$ cat src/rtl/regfile_wb_arbiter_pkg.sv
// Shared constants and types for the register-file writeback arbiter.
package rf_pkg;
   localparam int XLEN = 32;
   localparam int AW   = 5;
   localparam int NREG = 1 << AW;

   localparam logic [AW-1:0] ZERO_REG = '0;

   typedef struct packed {
      logic            valid;
      logic [AW-1:0]   rd;
      logic [XLEN-1:0] wd;
   } wb_req_t;
endpackage

$ cat src/rtl/regfile_wb_arbiter_if.sv
// Bus bundle between the writeback sources / issue stage and the arbiter.
interface regfile_wb_arbiter_if
   import rf_pkg::*;
   ();
   logic            s0_valid;
   logic            s0_ready;
   logic [AW-1:0]   s0_rd;
   logic [XLEN-1:0] s0_wd;
   logic            s1_valid;
   logic            s1_ready;
   logic [AW-1:0]   s1_rd;
   logic [XLEN-1:0] s1_wd;

   logic            rf_we;
   logic [AW-1:0]   rf_wr;
   logic [XLEN-1:0] rf_wd;

   logic            iss_valid;
   logic [AW-1:0]   iss_rs1;
   logic [AW-1:0]   iss_rs2;
   logic [AW-1:0]   iss_rd;
   logic            iss_we;
   logic            iss_stall;
   logic [NREG-1:0] busy;

   modport master (
      output s0_valid, s0_rd, s0_wd, s1_valid, s1_rd, s1_wd,
      output iss_valid, iss_rs1, iss_rs2, iss_rd, iss_we,
      input  s0_ready, s1_ready, rf_we, rf_wr, rf_wd, iss_stall, busy
   );

   modport slave (
      input  s0_valid, s0_rd, s0_wd, s1_valid, s1_rd, s1_wd,
      input  iss_valid, iss_rs1, iss_rs2, iss_rd, iss_we,
      output s0_ready, s1_ready, rf_we, rf_wr, rf_wd, iss_stall, busy
   );
endinterface

$ cat src/rtl/regfile_wb_arbiter_rr_arb2.sv
// Two-requester arbiter: round-robin on ties when rr_en=1, else requester 0 wins.
module rr_arb2 (
   input  logic       clk,
   input  logic       rst_n,
   input  logic       rr_en,
   input  logic [1:0] req,
   output logic [1:0] gnt
);
   logic last_grant_q;
   logic last_grant_d;

   always_comb begin
      gnt = req;
      if (req[0] && req[1]) begin
         gnt = (rr_en && !last_grant_q) ? 2'b10 : 2'b01;
      end
      // History only advances on an actual grant, and only matters in RR mode.
      last_grant_d = last_grant_q;
      if (rr_en && (gnt != 2'b00)) begin
         last_grant_d = gnt[1];
      end
   end

   always_ff @(posedge clk or negedge rst_n) begin
      if (!rst_n) begin
         last_grant_q <= 1'b1;
      end else begin
         last_grant_q <= last_grant_d;
      end
   end
endmodule

$ cat src/rtl/regfile_wb_arbiter.sv
// Arbitrates two writeback sources onto the register-file write port and
// tracks per-register busy bits for issue-stage hazard stalls.
module regfile_wb_arbiter
   import rf_pkg::*;
#(
   parameter bit RR_EN = 1'b1
) (
   input logic                 clk,
   input logic                 rst_n,
   regfile_wb_arbiter_if.slave bus
);
   wb_req_t         req0;
   wb_req_t         req1;
   logic [1:0]      gnt;
   logic            xfer;
   logic [AW-1:0]   sel_rd;
   logic [XLEN-1:0] sel_wd;
   logic            iss_stall;
   logic            iss_set;

   logic            rf_we_q, rf_we_d;
   logic [AW-1:0]   rf_wr_q, rf_wr_d;
   logic [XLEN-1:0] rf_wd_q, rf_wd_d;
   logic [NREG-1:0] busy_q, busy_d;

   always_comb begin
      req0 = '{valid: bus.s0_valid, rd: bus.s0_rd, wd: bus.s0_wd};
      req1 = '{valid: bus.s1_valid, rd: bus.s1_rd, wd: bus.s1_wd};
   end

   rr_arb2 u_arb (
      .clk   (clk),
      .rst_n (rst_n),
      .rr_en (RR_EN),
      .req   ({req1.valid, req0.valid}),
      .gnt   (gnt)
   );

   assign bus.s0_ready = gnt[0];
   assign bus.s1_ready = gnt[1];

   always_comb begin
      xfer   = |gnt;
      sel_rd = gnt[1] ? req1.rd : req0.rd;
      sel_wd = gnt[1] ? req1.wd : req0.wd;

      // x0 writes still complete the handshake but never reach the regfile.
      rf_we_d = xfer && (sel_rd != ZERO_REG);
      rf_wr_d = xfer ? sel_rd : rf_wr_q;
      rf_wd_d = xfer ? sel_wd : rf_wd_q;
   end

   always_comb begin
      iss_stall = bus.iss_valid &&
                  (busy_q[bus.iss_rs1] || busy_q[bus.iss_rs2] ||
                   (bus.iss_we && busy_q[bus.iss_rd]));
      iss_set   = bus.iss_valid && !iss_stall && bus.iss_we &&
                  (bus.iss_rd != ZERO_REG);

      // Set is applied after clear so a same-cycle collision leaves the bit busy.
      busy_d = busy_q;
      if (rf_we_q) begin
         busy_d[rf_wr_q] = 1'b0;
      end
      if (iss_set) begin
         busy_d[bus.iss_rd] = 1'b1;
      end
      busy_d[0] = 1'b0;
   end

   always_ff @(posedge clk or negedge rst_n) begin
      if (!rst_n) begin
         rf_we_q <= 1'b0;
         rf_wr_q <= '0;
         rf_wd_q <= '0;
         busy_q  <= '0;
      end else begin
         rf_we_q <= rf_we_d;
         rf_wr_q <= rf_wr_d;
         rf_wd_q <= rf_wd_d;
         busy_q  <= busy_d;
      end
   end

   assign bus.rf_we     = rf_we_q;
   assign bus.rf_wr     = rf_wr_q;
   assign bus.rf_wd     = rf_wd_q;
   assign bus.busy      = busy_q;
   assign bus.iss_stall = iss_stall;
endmodule
$ cat src/flat_wrapper.sv
// flat-port wrapper written by rule: the top's interface ports become plain ports
module regfile_wb_arbiter_flat import rf_pkg::*;
#(
   parameter bit RR_EN = 1'b1
)
  (clk, rst_n, bus_s0_valid, bus_s0_rd, bus_s0_wd, bus_s1_valid, bus_s1_rd, bus_s1_wd, bus_iss_valid, bus_iss_rs1, bus_iss_rs2, bus_iss_rd, bus_iss_we, bus_s0_ready, bus_s1_ready, bus_rf_we, bus_rf_wr, bus_rf_wd, bus_iss_stall, bus_busy);
  regfile_wb_arbiter_if bus_i ();
  input logic clk;
  input logic rst_n;
  input wire logic [$bits(bus_i.s0_valid)-1:0] bus_s0_valid;
  input wire logic [$bits(bus_i.s0_rd)-1:0] bus_s0_rd;
  input wire logic [$bits(bus_i.s0_wd)-1:0] bus_s0_wd;
  input wire logic [$bits(bus_i.s1_valid)-1:0] bus_s1_valid;
  input wire logic [$bits(bus_i.s1_rd)-1:0] bus_s1_rd;
  input wire logic [$bits(bus_i.s1_wd)-1:0] bus_s1_wd;
  input wire logic [$bits(bus_i.iss_valid)-1:0] bus_iss_valid;
  input wire logic [$bits(bus_i.iss_rs1)-1:0] bus_iss_rs1;
  input wire logic [$bits(bus_i.iss_rs2)-1:0] bus_iss_rs2;
  input wire logic [$bits(bus_i.iss_rd)-1:0] bus_iss_rd;
  input wire logic [$bits(bus_i.iss_we)-1:0] bus_iss_we;
  output wire logic [$bits(bus_i.s0_ready)-1:0] bus_s0_ready;
  output wire logic [$bits(bus_i.s1_ready)-1:0] bus_s1_ready;
  output wire logic [$bits(bus_i.rf_we)-1:0] bus_rf_we;
  output wire logic [$bits(bus_i.rf_wr)-1:0] bus_rf_wr;
  output wire logic [$bits(bus_i.rf_wd)-1:0] bus_rf_wd;
  output wire logic [$bits(bus_i.iss_stall)-1:0] bus_iss_stall;
  output wire logic [$bits(bus_i.busy)-1:0] bus_busy;
  assign bus_i.s0_valid = bus_s0_valid;
  assign bus_i.s0_rd = bus_s0_rd;
  assign bus_i.s0_wd = bus_s0_wd;
  assign bus_i.s1_valid = bus_s1_valid;
  assign bus_i.s1_rd = bus_s1_rd;
  assign bus_i.s1_wd = bus_s1_wd;
  assign bus_i.iss_valid = bus_iss_valid;
  assign bus_i.iss_rs1 = bus_iss_rs1;
  assign bus_i.iss_rs2 = bus_iss_rs2;
  assign bus_i.iss_rd = bus_iss_rd;
  assign bus_i.iss_we = bus_iss_we;
  assign bus_s0_ready = bus_i.s0_ready;
  assign bus_s1_ready = bus_i.s1_ready;
  assign bus_rf_we = bus_i.rf_we;
  assign bus_rf_wr = bus_i.rf_wr;
  assign bus_rf_wd = bus_i.rf_wd;
  assign bus_iss_stall = bus_i.iss_stall;
  assign bus_busy = bus_i.busy;
  regfile_wb_arbiter #(.RR_EN(RR_EN)) u_core (.clk(clk), .rst_n(rst_n), .bus(bus_i));
endmodule
$ cat config.mk
export PLATFORM = sky130hd
export DESIGN_NAME = regfile_wb_arbiter_flat
export DESIGN_NICKNAME = d
export VERILOG_FILES = /design/src/rtl/regfile_wb_arbiter_pkg.sv /design/src/rtl/regfile_wb_arbiter_if.sv /design/src/rtl/regfile_wb_arbiter_rr_arb2.sv /design/src/rtl/regfile_wb_arbiter.sv /design/src/flat_wrapper.sv
export SDC_FILE = /design/constraint.sdc
export NUM_CORES = 1
export LEC_CHECK = 0
export CAP_MARGIN = 20
export CORE_MARGIN = 3
export CORE_UTILIZATION = 35
export CTS_CLUSTER_SIZE = 12
export DETAILED_ROUTE_END_ITERATION = 12
export PLACE_DENSITY = 0.62
export SLEW_MARGIN = 0
export SYNTH_ARGS = -nofsm -noshare
export SYNTH_HDL_FRONTEND = slang
export SYNTH_SLANG_ARGS = --single-unit
export TNS_END_PERCENT = 20
$ cat constraint.sdc
create_clock -name clk -period 3.85 [get_ports clk]
set_clock_uncertainty 0.2 [all_clocks]
set_input_delay 0.77 -clock clk [delete_from_list [all_inputs] [get_ports clk]]
set_output_delay 0.77 -clock clk [all_outputs]
set_load 0.03 [all_outputs]
After elaboration in Yosys (flattened, before gate mapping):

Cells that the tools add are included.

* flip-flop bits (word level): 70
* input bits: 95
* output and inout port bits: 73
* logic and storage cells: 46

* magnitude comparators: 6
* mux-type cells: 16
* bitwise operators: 3
* reduce and logical (&&, ||, !) cells: 16

Operators by type and width (number)
* $mux 32: 3
* $and 32x32->32: 1
* $not 32->32: 1
* $or 32x32->32: 1
* $lt 5x6->1 const B: 4
* $bmux 1 s5: 3
* $demux 1 s5: 2
* $ge 5x1->1 const B: 2
* $reduce_bool 5->1: 2
* $logic_and 1x1->1: 9
* $mux 1: 5
* $mux 5: 1
* $mux 2: 2
* $logic_or 1x1->1: 2
* $reduce_bool 2->1: 1
* $reduce_or 2->1: 1
* $logic_not 1->1: 1

Depth between registers and ports, before layout:

Gate-level depths: netlist of run 1.

* depth in word-level cells: 10
* mapped depth: 9
* mapped depth without buffers: 6

Modules after synthesis:

From an unflattened synthesis of run 1, not the netlist that was laid out.

* cell total of the unflattened synthesis: 442
* area total of the unflattened synthesis: 4383.0 µm²

By module, submodules not included
* regfile_wb_arbiter: times used 1, cells each 435, area an instance 4320.4 µm², seq. area each 1726.7 µm²
* rr_arb2: times used 1, cells each 7, area an instance 62.6 µm², seq. area each 26.3 µm²

Worst setup path before layout of run 1:

OpenSTA, ideal clock, no wires.

* path kind: input to output
* from: in bus_iss_rs1[2]
* to: out bus_iss_stall
* arrival: 2698 ps
* data required time: 2880 ps
* slack: 182 ps
* stages on the path: 8
* buffers on the path: 2
* cell sequence: buf_6 -> mux4_1 -> mux4_2 -> nand2b_4 -> o211ai_2 -> nand4_4 -> buf_6 -> a21o_1

* cells in the longest elaborated chain, start to end: 5

Ends and longest elaborated chain
* start: declaration: RTL line flat_wrapper.sv:17 `input wire logic [$bits(bus_i.iss_rs1)-1:0] bus_iss_rs1;`
* $bmux 1 s5: RTL line regfile_wb_arbiter.sv:55 `(busy_q[bus.iss_rs1] || busy_q[bus.iss_rs2] ||`
* $mux 1 (not written as such): RTL line regfile_wb_arbiter.sv:55
* $logic_or 1x1->1 (2 in a row): RTL line regfile_wb_arbiter.sv:55
* $logic_and 1x1->1: RTL line regfile_wb_arbiter.sv:54 `iss_stall = bus.iss_valid &&`
* end: declaration: RTL line flat_wrapper.sv:26 `output wire logic [$bits(bus_i.iss_stall)-1:0] bus_iss_stall;`

No other way between the ends. The select of a mux whose other input is x is not followed.

Worst setup path after layout of run 1:

* from: in bus_iss_rd[3]
* to: out bus_iss_stall

* cells in the longest elaborated chain, start to end: 5

Ends and longest elaborated chain
* start: declaration: RTL line flat_wrapper.sv:19 `input wire logic [$bits(bus_i.iss_rd)-1:0] bus_iss_rd;`
* $bmux 1 s5: RTL line regfile_wb_arbiter.sv:56 `(bus.iss_we && busy_q[bus.iss_rd]));`
* $mux 1 (not written as such): RTL line regfile_wb_arbiter.sv:56
* $logic_and 1x1->1: RTL line regfile_wb_arbiter.sv:56
* $logic_or 1x1->1: RTL line regfile_wb_arbiter.sv:55
* $logic_and 1x1->1: RTL line regfile_wb_arbiter.sv:54

No other way between the ends. The select of a mux whose other input is x is not followed.

==> results of run 1 <==
## layer usage
metal	vias to the layer above	part of all wire, %	global-route usage [%]
met5	-	0	0
met4	0	2.3	6.80
met3	31	9.1	6.88
met2	253	45	36.1
met1	2252	43	29.8
li1	2063	-	-
## cells in the final DEF (no fill, tap or decap), types with 2 or more instances in the layout
cell and instances:
sky130_fd_sc_hd__clkdlybuf4s50_1 157, sky130_fd_sc_hd__dfrtp_1 69, sky130_fd_sc_hd__nand2_1 60, sky130_fd_sc_hd__o21ai_0 47
sky130_fd_sc_hd__mux2i_1 46, sky130_fd_sc_hd__buf_4 36, sky130_fd_sc_hd__o221a_2 30, sky130_fd_sc_hd__nor2_1 25
sky130_fd_sc_hd__nand3b_1 14, sky130_fd_sc_hd__o31ai_2 14, sky130_fd_sc_hd__clkbuf_16 10, sky130_fd_sc_hd__mux4_2 9
sky130_fd_sc_hd__nor3_1 9, sky130_fd_sc_hd__nand3_1 8, sky130_fd_sc_hd__o22ai_1 7, sky130_fd_sc_hd__nand4_1 7
sky130_fd_sc_hd__a31oi_1 6, sky130_fd_sc_hd__or3b_2 6, sky130_fd_sc_hd__mux4_1 5, sky130_fd_sc_hd__or3_1 5
sky130_fd_sc_hd__inv_1 4, sky130_fd_sc_hd__mux2_2 4, sky130_fd_sc_hd__o21ai_1 4, sky130_fd_sc_hd__dlymetal6s2s_1 4
sky130_fd_sc_hd__a21oi_1 3, sky130_fd_sc_hd__nand2b_1 3, sky130_fd_sc_hd__nor4_1 2, sky130_fd_sc_hd__nor3b_1 2
sky130_fd_sc_hd__or4_1 2, sky130_fd_sc_hd__clkbuf_8 2, sky130_fd_sc_hd__buf_2 2
## tightest hold or removal path: stages, from the launching register on
cell and delay, ns:
sky130_fd_sc_hd__dfrtp_1 0.35, sky130_fd_sc_hd__nor3_1 0.05, sky130_fd_sc_hd__nor2_1 0.09
## power by group through the flow
stage | combinational, mW | sequential (mW) | clock (mW)
global placement | 1.94 | 1.31 | 0
CTS | 1.98 | 1.29 | 0.764
detailed placement | 1.97 | 1.30 | 0
finish | 1.98 | 1.31 | 0.749
floorplan | 0.743 | 1.59 | 0
global route | 2.11 | 1.33 | 0.798
## through the flow
step                      total power, mW  hold WS, ns
after floorplan                      2.33        0.274
after global placement               3.25        0.296
after detailed placement             3.27        0.314
after CTS                            4.04        0.328
after global routing                 4.23        0.359
final                                4.04        0.324
## state kept, by name, summed over array words and instances (netlist names)
| register | count |
|---|---|
| u_core.bus.rf_wd | 32 |
| u_core.bus.busy | 31 |
| u_core.u_arb.last_grant_q | 1 |
| u_core.bus.rf_we | 1 |
| u_core.bus.rf_wr | 5 |
## cell type report
cell class,instances,area (µm²)
Tap cell,172,215
Clock inverter,1,7.51
Sequential cell,70,1750
Inverter,4,15.0
Multi-Input combinational cell,338,2620
Timing Repair Buffer,203,1970
Fill cell,1177,5890
Clock buffer,12,256
## repair_timing
| item | CTS | global route |
|---|---|---|
| buffers inserted | 1 | 0 |
| resized for setup | 7 | 10 |
| gates cloned | 0 | 1 |
| pin swaps | 2 | 3 |
| setup endpoints to repair | 1 | 1 |
## worst paths after layout
path | startpoint | end | slack [ns]
setup / recovery | bus_iss_rd[3] | bus_iss_stall | 0.11
hold / removal | u_core.bus.rf_wd[10] | u_core.bus.rf_wd[10] | 0.32
setup reg to reg | u_core.bus.busy[3] | u_core.bus.busy[16] | 1.06
hold reg to reg | u_core.bus.rf_wd[10] | u_core.bus.rf_wd[10] | 0.32
max in group asynchronous | rst_n | u_core.bus.busy[24] | 2.49
min in group asynchronous | rst_n | u_core.bus.busy[15] | 0.35
## kinds of logic (layout without fill, tap and decap cells)
family	Yosys count	in the layout	synth area share, %
AND/OR/NAND/NOR	150	150	16.8
AO/OA/AOI/OAI	123	123	21.4
flip-flops	70	70	38.1
multiplexers	64	64	18.3
buffers and inverters	43	220	5.20
other	1	1	0.0816
==> results_tabular.tex, run 1 <==
\begin{tabular}{lr}
\hline
Metric & Value \\
\hline
\multicolumn{2}{l}{\textbf{Outcome}} \\
Run status & complete, no violations \\
\multicolumn{2}{l}{\textbf{Place}} \\
Cell count after placement & 785 \\
Post-placement setup slack & -0.373 ns \\
HPWL after DPL & 12.1 mm \\
Port bufs & 166 \\
Placed cell areas & 0.00651 mm² \\
GPL Wtd Cong & 0.893 \\
\multicolumn{2}{l}{\textbf{Setup path}} \\
Cells on worst reg2reg path & 7 \\
Critical Path AT & 2.77 ns \\
Category of the most critical setup path & input pin to primary output \\
Endpoint type of the worst setup path & primary output \\
Bufs and invs on worst path & 2 \\
Category of the worst setup path launch point & input pin \\
Maximum fanout count along the critical path & 3 \\
Cell type group with the largest total delay on the critical path & compound AO/OA/AOI/OAI gates \\
Worst Path Required & 2.88 ns \\
Instance count on the critical path & 8 \\
Crit-path cells & clkdlybuf4s50\_1 > or3b\_2 > o22ai\_1 > nor4\_1 > o221a\_2 > a21oi\_1 > a21o\_1 > buf\_4 \\
Maximum single-stage delay on the critical path & 0.50 ns \\
Worst-path cell with the longest stage delay & sky130\_fd\_sc\_hd\_\_or3b\_2 \\
\multicolumn{2}{l}{\textbf{Drt}} \\
DR pass1 iterations & 5 \\
Wire length per cell & 20.7 µm \\
Number of violations reported at the end of detailed-routing iteration 0 & 210 \\
Via/cell ratio & 5.75 \\
Count of antenna-violating nets left after detailed routing & 0 \\
\# DRC & 0 \\
Total wire length & 16.6 mm \\
Vias after detailed routing & 4599 \\
\multicolumn{2}{l}{\textbf{Clocking}} \\
Register clock-pin slew on the reported worst setup and hold paths & 0.05 ns \\
CTS tree & built \\
Clock root buffer & sky130\_fd\_sc\_hd\_\_clkbuf\_16 \\
H-tree depth & 3 \\
CTS sink count & 70 \\
TritonCTS buffer count & 9 \\
Buffer depth of the longest clock path & 2 \\
Clk Latency, worst-skew pair & 0.33 ns \\
Post-CTS Hold Fix Bufs & 0 \\
\multicolumn{2}{l}{\textbf{Global routing}} \\
Vias in the first global route & 4807 \\
Global-route wire length before repair & 26.0 mm \\
Total gr overflow & 0 \\
Global-route total usage across every layer & 22.7\% \\
Initial antenna violation count & 0 \\
Pin count of the biggest net entering global routing & 71 \\
\multicolumn{2}{l}{\textbf{Timing}} \\
Setup Total Neg Slack & 0 ns \\
Finish-stage setup viols & 0 \\
Slew at the pin with the worst max-slew slack & 0.896 ns \\
Final clock period utilization by the worst path & 97.1\% \\
Final Hold Fails & 0 \\
Worst setup margin & 0.111 ns \\
Setup repair after global routing missed its margin & false \\
Worst rel slew slack & 40.3\% \\
Max Clock Freq & 267 MHz \\
Clock period minus worst slack & 3.74 ns \\
Slew Limit Fails & 0 \\
\multicolumn{2}{l}{\textbf{Synthesis}} \\
Mean cell area of the mapped netlist & 10.2 µm² \\
Syn nets & 546 \\
Count of flip-flops with a built-in enable after synthesis & 0 \\
Post-synth ARST share & 100\% \\
Top cells by count, synth & sky130\_fd\_sc\_hd\_\_dfrtp\_1 (69), sky130\_fd\_sc\_hd\_\_nand2\_1 (60), sky130\_fd\_sc\_hd\_\_o21ai\_0 (49) \\
Number of warnings reported in the yosys synthesis log & 0 \\
Largest area contributor in the netlist & sky130\_fd\_sc\_hd\_\_dfrtp\_1 \\
Yosys cell types & 53 \\
Cell area after technology mapping & 0.00460 mm² \\
Most common cell in the netlist & sky130\_fd\_sc\_hd\_\_dfrtp\_1 \\
Synth top area cells & sky130\_fd\_sc\_hd\_\_dfrtp\_1 (38\%), sky130\_fd\_sc\_hd\_\_mux2i\_1 (10\%), sky130\_fd\_sc\_hd\_\_o221a\_2 (7.4\%), sky130\_fd\_sc\_hd\_\_o21ai\_0 (5.3\%), sky130\_fd\_sc\_hd\_\_nand2\_1 (4.9\%) \\
Flip-flop and latch count after synthesis & 70 \\
Cells after Synth & 451 \\
Area fraction of the dominant cell type after synthesis & 37.6\% \\
Sequential area share after synthesis & 38.1\% \\
Main flop type after synthesis & sky130\_fd\_sc\_hd\_\_dfrtp\_1 \\
\multicolumn{2}{l}{\textbf{Cells and area}} \\
Layout area overhead & 48.7\% \\
Fin area & 0.00683 mm² \\
\# nets final & 721 \\
Final standard cell count with taps included and fillers excluded & 800 \\
Utilization after layout & 53.7\% \\
Total inserted antenna cells & 0 \\
Layout cells sized above 1 & 20.4\% \\
\multicolumn{2}{l}{\textbf{Power and ir drop}} \\
Cell-internal power & 2.33 mW \\
Leak pwr & 2.73 nW \\
Maximum ir drop on the vdd rail & 0.197 mV \\
Sequential Power Share & 32.4\% \\
Part of the power in the clock network & 18.5\% \\
Switch Pwr & 1.71 mW \\
Combinational fraction of design power & 49.1\% \\
Total power divided by cell area & 591 mW/mm² \\
Switching fraction of total power & 42.3\% \\
\multicolumn{2}{l}{\textbf{Worst hold path}} \\
Worst Hold Path Cells & 2 \\
Path category of the worst min-delay check & register to register \\
\multicolumn{2}{l}{\textbf{Floorplanning}} \\
Die X-Extent & 121 µm \\
Ports & 168 \\
Initial Util & 36.1\% \\
Height of the chip & 121 µm \\
Core area & 0.0127 mm² \\
Total die area & 0.0145 mm² \\
Standard-cell row count & 41 \\
\multicolumn{2}{l}{\textbf{Job}} \\
Max-cap viol count & 0 \\
\hline
\end{tabular}
No activity file was read; power rests on OpenSTA's default activity.
==> inputs of run 2 (changes only) <==
CORE_MARGIN = default   (was 3)
==> run 2 against run 1 <==
Effect of this change: cell count is 0.50% higher; highest routed layer unchanged; critical path depth unchanged; count of clock-buffer cells in the layout increased by 3; critical path type unchanged; clock power grew 15%; critical endpoint unchanged; die area is 6.5% lower; sequential share of layout area fell by 0.19 points.
==> results_tabular.tex, run 2 (synthesized netlist as in run 1, its figures left out) <==
\begin{tabular}{lr}
\hline
Metric & Value \\
\hline
\multicolumn{2}{l}{\textbf{Drt}} \\
Wire length per cell & 20.3 µm \\
Via/cell ratio & 5.71 \\
Total wire length & 16.3 mm \\
Number of violations reported at the end of detailed-routing iteration 0 & 254 \\
Count of antenna-violating nets left after detailed routing & 0 \\
DR pass1 iterations & 5 \\
Vias after detailed routing & 4591 \\
\# DRC & 0 \\
\multicolumn{2}{l}{\textbf{Setup path}} \\
Cells on worst reg2reg path & 7 \\
Category of the most critical setup path & input pin to primary output \\
Maximum fanout count along the critical path & 2 \\
Worst Path Required & 2.88 ns \\
Endpoint type of the worst setup path & primary output \\
Category of the worst setup path launch point & input pin \\
Critical Path AT & 2.79 ns \\
\multicolumn{2}{l}{\textbf{Clocking}} \\
Post-CTS Hold Fix Bufs & 0 \\
CTS tree & built \\
Buffer depth of the longest clock path & 2 \\
TritonCTS buffer count & 9 \\
Clock root buffer & sky130\_fd\_sc\_hd\_\_clkbuf\_16 \\
Clk Latency, worst-skew pair & 0.33 ns \\
CTS sink count & 70 \\
Register clock-pin slew on the reported worst setup and hold paths & 0.06 ns \\
H-tree depth & 3 \\
\multicolumn{2}{l}{\textbf{Power and ir drop}} \\
Maximum ir drop on the vdd rail & 0.198 mV \\
Leak pwr & 2.76 nW \\
Total power divided by cell area & 602 mW/mm² \\
\multicolumn{2}{l}{\textbf{Outcome}} \\
Run status & complete, no violations \\
\multicolumn{2}{l}{\textbf{Timing}} \\
Finish-stage setup viols & 0 \\
Slew Limit Fails & 0 \\
Final Hold Fails & 0 \\
Clock period minus worst slack & 3.76 ns \\
Max Clock Freq & 266 MHz \\
Worst rel slew slack & 38.8\% \\
Slew at the pin with the worst max-slew slack & 0.919 ns \\
Setup repair after global routing missed its margin & false \\
Final clock period utilization by the worst path & 97.7\% \\
\multicolumn{2}{l}{\textbf{Place}} \\
Port bufs & 166 \\
HPWL after DPL & 11.8 mm \\
Placed cell areas & 0.00652 mm² \\
GPL Wtd Cong & 0.930 \\
\multicolumn{2}{l}{\textbf{Floorplanning}} \\
Standard-cell row count & 41 \\
Ports & 168 \\
Height of the chip & 117 µm \\
Initial Util & 36.1\% \\
Total die area & 0.0136 mm² \\
Core area & 0.0127 mm² \\
Die X-Extent & 117 µm \\
\multicolumn{2}{l}{\textbf{Cells and area}} \\
Fin area & 0.00688 mm² \\
Commonest non-fill, non-tap cell in the layout & sky130\_fd\_sc\_hd\_\_clkdlybuf4s50\_1 \\
Commonest cells after routing, fill and taps aside & sky130\_fd\_sc\_hd\_\_clkdlybuf4s50\_1 (157), sky130\_fd\_sc\_hd\_\_dfrtp\_1 (69), sky130\_fd\_sc\_hd\_\_nand2\_1 (60) \\
\# nets final & 721 \\
Number of fillers in the final layout & 1180 \\
Layout cells sized above 1 & 20.3\% \\
Utilization after layout & 54.1\% \\
Layout area overhead & 49.8\% \\
Flip-flop count of the largest register, all copies and words added & 32 \\
\multicolumn{2}{l}{\textbf{Global routing}} \\
Initial antenna violation count & 0 \\
Total gr overflow & 0 \\
Global-route total usage across every layer & 24.8\% \\
Global-route wire length before repair & 25.3 mm \\
Pin count of the biggest net entering global routing & 44 \\
Vias in the first global route & 4828 \\
\multicolumn{2}{l}{\textbf{Worst hold path}} \\
Worst Hold Path Cells & 2 \\
Path category of the worst min-delay check & register to register \\
\multicolumn{2}{l}{\textbf{Job}} \\
Max-cap viol count & 0 \\
\hline
\end{tabular}
[run 2: cell count changes in the layout (fill, tap and decap cells not counted), sizes merged]
cell,previous run,this run
clkbuf,13,16
bufinv,0,1
clkinvlp,1,0
diode,0,1
[run 2: final timing paths]
| check | startpoint | slack, ns | endpoint |
|---|---|---|---|
| min in group asynchronous | rst_n | 0.37 | u_core.bus.rf_wd[11] |
| max in group asynchronous | rst_n | 2.24 | u_core.bus.busy[14] |
| hold / removal | u_core.bus.rf_wd[14] | 0.32 | u_core.bus.rf_wd[14] |
| setup reg to reg | u_core.bus.busy[3] | 1.10 | u_core.bus.busy[16] |
| setup / recovery | bus_iss_rs1[0] | 0.09 | bus_iss_stall |
| hold reg to reg | u_core.bus.rf_wd[14] | 0.32 | u_core.bus.rf_wd[14] |
[run 2: where the power goes]
| part | internal (mW) | switching (mW) |
|---|---|---|
| clock | 0.556 | 0.304 |
| combinational | 0.912 | 1.05 |
| sequential | 0.956 | 0.372 |
[run 2: layout make-up]
cell class	instances	area, µm²	share of cell area (%)
tap	172	215	3.13
clock buffer	15	278	4.03
timing repair buffer	203	1960	28.5
antenna	1	2.50	0.0364
multi-input combinational	338	2630	38.1
sequential	70	1750	25.5
inverter	4	15.0	0.218
clock inverter	1	30.0	0.436
[run 2: stage by stage]
stage	setup slack (ns)	total power, mW	setup TNS [ns]	hold slack [ns]	std cells
after detailed placement	-0.336	3.27	-0.336	0.312	786
after global placement	-0.312	3.25	-0.312	0.291	786
after global routing	0.00383	4.33	0	0.337	803
final	0.0881	4.15	0	0.323	804
after CTS	0.0134	4.15	0	0.329	802
after floorplan	0.182	2.33	0	0.274	451
[run 2: what timing repair did]
| action | 4_1_cts | 5_1_grt |
|---|---|---|
| gates cloned | 0 | 1 |
| endpoints found under the setup margin | 1 | 1 |
| buffers inserted | 0 | 0 |
| gates resized for setup | 5 | 10 |
| pin swaps | 0 | 6 |
| endpoints found under the hold margin | 0 | 0 |
[run 2: per-layer routing]
layer / global-route usage, % / vias to the layer above / part of all wire, %
met3: 6.64 / 35 / 11
met4: 11.4 / 0 / 2.5
li1: - / 2078 / -
met1: 30.4 / 2215 / 40
met5: 0 / - / 0
met2: 40.8 / 263 / 47
[run 2: worst max-delay path: stages]
cell,delay [ns]
sky130_fd_sc_hd__clkdlybuf4s50_1,0.51
sky130_fd_sc_hd__mux4_1,0.56
sky130_fd_sc_hd__a211oi_1,0.23
sky130_fd_sc_hd__o21ai_0,0.13
sky130_fd_sc_hd__o211ai_2,0.11
sky130_fd_sc_hd__nand4_4,0.13
sky130_fd_sc_hd__a21o_1,0.19
sky130_fd_sc_hd__buf_4,0.16
